<file path="src/rtl/serial_add_sub.sv">
// Bit-serial SIZE-bit adder/subtractor. It computes LSB-first, one bit per clock, and is
// bit-exact with the combinational unit: {Cout,S} = A + (B ^ {SIZE{sub}}) + sub.
module serial_add_sub #(
  parameter int SIZE = 4
) (
  input  logic            clk,
  input  logic            rst_n,
  input  logic            start,
  input  logic [SIZE-1:0] A,
  input  logic [SIZE-1:0] B,
  input  logic            sub,
  output logic            busy,
  output logic            done,
  output logic [SIZE-1:0] S,
  output logic            Cout
);
  localparam int CW = $clog2(SIZE) + 1;
  localparam logic [1:0] IDLE = 2'd0;
  localparam logic [1:0] RUN  = 2'd1;
  localparam logic [1:0] DONE = 2'd2;

  logic [1:0]      state;
  logic [SIZE-1:0] a_sh, b_sh, r_sh;
  logic            cy;
  logic [CW-1:0]   cnt;

  logic            sum_b, cy_nxt, last;
  logic [SIZE-1:0] r_nxt;

  assign sum_b  = a_sh[0] ^ b_sh[0] ^ cy;
  assign cy_nxt = (a_sh[0] & b_sh[0]) | (cy & (a_sh[0] ^ b_sh[0]));
  assign r_nxt  = {sum_b, r_sh[SIZE-1:1]};
  assign last   = (cnt == CW'(SIZE - 1));

  always_ff @(posedge clk or negedge rst_n) begin
    if (!rst_n) begin
      state <= IDLE;
      a_sh  <= '0;
      b_sh  <= '0;
      r_sh  <= '0;
      cy    <= 1'b0;
      cnt   <= '0;
      S     <= '0;
      Cout  <= 1'b0;
    end else begin
      case (state)
        IDLE, DONE: begin
          if (start) begin
            // Subtraction is two's-complement: invert B and inject sub as the carry-in.
            a_sh  <= A;
            b_sh  <= B ^ {SIZE{sub}};
            cy    <= sub;
            cnt   <= '0;
            state <= RUN;
          end else begin
            state <= IDLE;
          end
        end
        RUN: begin
          a_sh <= a_sh >> 1;
          b_sh <= b_sh >> 1;
          r_sh <= r_nxt;
          cy   <= cy_nxt;
          cnt  <= cnt + CW'(1);
          if (last) begin
            // The final sum bit is folded in directly, so S is complete on this edge.
            S     <= r_nxt;
            Cout  <= cy_nxt;
            state <= DONE;
          end
        end
        default: state <= IDLE;
      endcase
    end
  end

  assign busy = (state == RUN);
  assign done = (state == DONE);
endmodule

</file>
<file path="config.mk">
export PLATFORM = sky130hd
export DESIGN_NAME = serial_add_sub
export DESIGN_NICKNAME = d
export VERILOG_FILES = /design/src/rtl/serial_add_sub.sv
export SDC_FILE = /design/constraint.sdc
export NUM_CORES = 1
export LEC_CHECK = 0
export CORE_MARGIN = 4
export CORE_UTILIZATION = 50
export CTS_CLUSTER_DIAMETER = 50
export DETAILED_ROUTE_END_ITERATION = 8
export GPL_ROUTABILITY_DRIVEN = 0
export PLACE_DENSITY = 0.74
export REMOVE_ABC_BUFFERS = 1
export SLEW_MARGIN = 20
export SYNTH_ARGS = -nofsm -noshare
export SYNTH_HDL_FRONTEND = slang
export SYNTH_SLANG_ARGS = --single-unit
</file>
<file path="constraint.sdc">
create_clock -name clk -period 4.1 [get_ports clk]
set_clock_uncertainty 0.2 [all_clocks]
set_input_delay 0.82 -clock clk [delete_from_list [all_inputs] [get_ports clk]]
set_output_delay 0.82 -clock clk [all_outputs]
set_load 0.005 [all_outputs]
</file>
; After elaboration in Yosys (flattened, before gate mapping)
; Cells that the tools add are included.
[op_classes]
n_bitwise = 6
multipliers = 0
add_sub_neg = 1
magnitude_cmp = 0
n_mux = 11
shifts = 0
div_mod_pow = 0
eq_ne = 5
reduce_logical = 5
[op_table]
columns = op, n
row1 = one-hot mux 4 bit (2 select lines), 2
row2 = two-way mux 4 bit, 2
row3 = one-hot mux 3 bit (2 select lines), 1
row4 = one-hot mux 2 bit (2 select lines), 1
row5 = AND reduction 2 bit, 2
row6 = bitwise XOR 4 bit, 1
row7 = "adder 3 x 1 -> 3 bit, second input constant", 1
row8 = "== test 3 x 2 -> 1 bit, second input constant", 1
row9 = two-way mux 3 bit, 1
row10 = AND 1 bit, 2
row11 = "== test 2 x 1 -> 1 bit, second input constant", 1
row12 = "== test 2 bit, second input constant", 1
row13 = zero test 2 bit, 1
row14 = two-way mux 1 bit, 2
row15 = two-way mux 2 bit, 1
row16 = "inequality test 2 x 1 -> 1 bit, second input constant", 1
row17 = "inequality test 2 bit, second input constant", 1
row18 = one-hot mux 1 bit (2 select lines), 1
row19 = nonzero test 2 bit, 1
row20 = OR reduction 2 bit, 1
row21 = bitwise XOR 1 bit, 2
row22 = bitwise OR 1 bit, 1
[word_totals]
latchBits = 0
register_bits = 23
rom_bits = 0
mem_count = 0
ramBits = 0

; Logic depth before layout (Yosys ltp)
[depth]
depth_word = 4
depth_mapped = 5
ltp_nobuf = 4

; Least setup slack after synthesis
; No wires, ideal clock.
[synth_path]
kind = reg-to-output
startpoint = register state[1]
endpoint = output port busy
required_ns = 3.080
arrival_ns = 0.706
stages_incl_launch_ff = 4
setup_slack_ns = 2.374
n_path_buf = 1
path_cell_list = dfrtp_1 -> nand2b_4 -> inv_4 -> buf_6
[synth_between]
elab_chain_cells = 1
[synth_rtl]
columns = element, line_no
row1 = "start, declared", 22  ; logic [1:0] state;
row2 = "start signal, assigned", 37  ; state <= IDLE;
row3 = "start signal, assigned", 54  ; state <= RUN;
row4 = "start signal, assigned", 56  ; state <= IDLE;
row5 = == test 2 x 1 -> 1 bit, 77  ; assign busy = (state == RUN);
row6 = "end, declared", 12  ; output logic busy,
; Every way passes these cells.

; Worst setup path in the final report
; Same ends and word-level chain as after synthesis.

==> qor.log <==
[synthesis] count of cell types in the netlist 27
[outcome] status complete, no violations
[cells_and_area] Final Instance Area 1230 sq um
[hold_path] hold endpoint r_sh[1]
[worst_setup_path] stage delay of the slowest cell on the critical path 0.54 ns
[placement] number of buffers added on ports 18
[route] overall routed net length 1735 um
[die] I/O Pins 19
[synthesis] most frequently used cell type in the post-synthesis netlist dfrtp_1
[synthesis] top post-synthesis cells by count dfrtp_1 (22), nand2_1 (12), mux2_4 (5)
[pwr] VDD IR-drop max 0.0004208 V
[worst_setup_path] start-to-end type of the worst setup path register to output port
[global_route] maximum number of pins on one net before global-route repair 23
[timing] Hold Fails Final Rpt 0
[synthesis] share of flip-flops with an asynchronous set or reset 100.0%
[global_route] antenna violations before repair 0
[clocking] insertion delay to the later sink of the worst-skew pair 0.31 ns
[timing] final period utilization 64.48%
[worst_setup_path] maximum fanout along the worst path 14
[timing] fin. max-slew vios 0
[clocking] CTS H-Tree Depth 1
[timing] slew at the pin closest to its max-slew limit 0.9599 ns
[worst_setup_path] capturing point of the worst reg2reg path b_sh[0]
[placement] instance area at placement 1177 sq um
[die] core box area 1821 sq um
[clocking] CTS Buf Count 3
[die] die height 52.77 um
[cells_and_area] number of diodes 0
[synthesis] post-synthesis area per instance 12.37 sq um
[clocking] maximum count of clock buffers along a single path 2
[die] Die ar. 2785 sq um
[clocking] # resized after CTS 0
[placement] Detail Placement HPWL 1279 um
[worst_setup_path] Critical path origin state[1]
[die] number of rows in the core area 15
[route] detail-routed net length per standard cell 14.11 um
[hold_path] type of the worst min-delay path register to register
[timing] setup total negative slack 0 ns
[cells_and_area] Total Nets Final 114
[clocking] clock tree from TritonCTS yes
[worst_setup_path] Largest delay share family, worst path buffers and inverters
[synthesis] largest area contributor in the synthesized netlist dfrtp_1
[die] horizontal extent of the die 52.77 um
[global_route] number of global-route vias before repair 701
[worst_setup_path] highest-delay cell along the critical path clkdlybuf4s50_1
[timing] setup repair after global routing missed its margin no
[pwr] Static Leak 0.5946 nW
[synthesis] cells taking the most area after synthesis dfrtp_1 (55%), mux2_4 (7.5%), nand2_1 (4.5%), a22o_1 (3.5%), a221o_1 (3.0%)
[synthesis] number of enable flip-flop cells after synthesis 0
[global_route] total routing resource utilization after global routing 15.56%
[worst_setup_path] Buf+Inv Stages, Crit Path 2
[die] effective utilization at floorplan 55.05%
[worst_setup_path] kind of end point of the critical path output port
[timing] relative max-transition margin 35.81%
[synthesis] Primary FF master, synth dfrtp_1
[route] mean number of vias per cell 5.407
[timing] Fmax 378.3 MHz
[route] count of unresolved DRC violations after routing 0
[clocking] hold-fix buffer count after cts 0
[hold_path] Worst Min Path Start r_sh[1]
[synthesis] fraction of synthesized cell area taken by the top area cell type 54.93%
[worst_setup_path] sort of element at the start of the critical path register
[worst_setup_path] worst-path cell chain nand2b_4, inv_4, clkdlybuf4s50_1
[timing] final critical path time including I/O delays and setup 2.644 ns
[clocking] clock tree sinks 22
[worst_setup_path] setup slack of the most critical reg-to-reg path 2.39 ns
[worst_setup_path] origin of the critical flop-to-flop path state[0]
[worst_setup_path] Worst Reg2Reg Path Length in Cells 3
[synthesis] Post-Synthesis Cell Area 1002 sq um
[hold_path] cell count of the worst hold path 2
[worst_setup_path] required arrival time at the worst endpoint 3.08 ns
[synthesis] share of synthesized area occupied by flip-flops and latches 54.93%
[timing] number of setup violations in the final report 0
[cells_and_area] share of post-route cells with drive strength above 1 13.27%
[worst_setup_path] critical path data arrival time 1.62 ns
[route] Detail Route Antenna Nets 0
[route] count of routing violations after the opening detailed-route iteration 8
[clocking] cell chosen for the clock root clkbuf_4
[synthesis] Yosys warning count 0
[global_route] total congestion overflow after global routing 0
[synthesis] gate count of the mapped netlist 81
[synthesis] number of flip-flops and latches in the synthesized netlist 22
[cells_and_area] layout-stage area growth over the synthesis result 22.72%
[run] max-capacitance violation count 0
[route] First-pass DRT Iterations 4
[global_route] global-route wire length before repair 3118 um
[cells_and_area] fill cell total of the finished layout 157
[pwr] power density relative to cell area 754.8 nW/um^2
[clocking] buffers inserted by post-CTS timing repair 0
[route] Vias 665
[clocking] clock-pin slew on the worst setup and hold paths 0.12 ns
==> worst reg2reg max path, delay by kind of cell, from the launching register on <==
kind	cells	cell delay (ns)
simple gates	2	0.64
flops	1	0.45
compound gates	1	0.32
==> flip-flops by register name (all words and copies together) (netlist names) <==
name / count
Cout: 1
b_sh: 4
cnt: 3
S: 4
r_sh: 3
state: 2
a_sh: 4
cy: 1
==> logic make-up after synthesis <==
kind of cell	Yosys count	synth area share [%]
adder cells (fa/ha/maj)	3	4.494
XOR/XNOR	4	3.496
flip-flops	22	54.93
AO/OA/AOI/OAI	14	11.36
buffers and inverters	8	4.993
AND/OR/NAND/NOR	25	13.23
multiplexers	5	7.490
==> cell type report <==
type	instances	area [sq um]	area share, %
flip-flops and latches	22	550.5	44.76
multi-input cells	51	401.6	32.66
repair buffers	18	180.2	14.65
well taps	25	31.28	2.543
clock inverters	1	30.03	2.442
clock buffers	3	22.52	1.831
inverters	3	13.76	1.119
==> stage by stage <==
stage | cells | utilization, % | setup slack, ns | hold slack, ns | power (mW)
global route | 123 | 67.56 | 1.355 | 0.3366 | 1.011
CTS | 123 | 67.56 | 1.423 | 0.2962 | 0.9436
finish | 123 | 67.56 | 1.456 | 0.2877 | 0.9283
floorplan | 76 | - | 2.190 | 0.2459 | 0.6321
global placement | 119 | 64.67 | 1.555 | 0.2612 | 0.7543
detailed placement | 119 | 64.67 | 1.517 | 0.2676 | 0.7770
==> worst max-delay path by stage <==
| stage | endpoint | cells after the start | slack [ns] |
|---|---|---|---|
| 3_5_place_dp | b_sh[0] | 4 | 1.52 |
| 4_1_cts | busy | 3 | 1.42 |
| 3_3_place_gp | b_sh[0] | 4 | 1.56 |
| 6_report | busy | 3 | 1.46 |
| 2_1_floorplan | b_sh[1] | 3 | 2.19 |
| 5_1_grt | busy | 3 | 1.35 |
==> per-layer routing <==
metal / track usage [%] / routed length, um / vias to the layer above
met5: 0 / 0 / -
met2: 26.65 / 870 / 21
met1: 18.08 / 740 / 329
met3: 4.274 / 96 / 4
met4: 6.383 / 27 / 0
li1: - / - / 311
==> placed cells by master, fill, tap and decap left out, types with 2 or more instances in the layout <==
| cell | synthesis | layout |
|---|---|---|
| nand2_1 | 12 | 12 |
| clkbuf_4 | 0 | 3 |
| dfrtp_1 | 22 | 22 |
| a22o_1 | 4 | 4 |
| inv_1 | 2 | 2 |
| xnor2_1 | 3 | 3 |
| clkdlybuf4s50_1 | 0 | 18 |
| nor2_1 | 3 | 3 |
| ha_1 | 2 | 2 |
| mux2_4 | 5 | 5 |
| a221o_1 | 3 | 3 |
| nand3_1 | 4 | 4 |
| o21ai_0 | 2 | 2 |
| a22oi_1 | 3 | 3 |
==> power by group <==
part	total, mW	switching [mW]	internal (mW)	leakage [nW]
Sequential	0.376	0.0615	0.314	0.277
Clock	0.166	0.0674	0.0989	0.0279
Combinational	0.386	0.179	0.207	0.289
No activity file was read; power rests on OpenSTA's default activity.
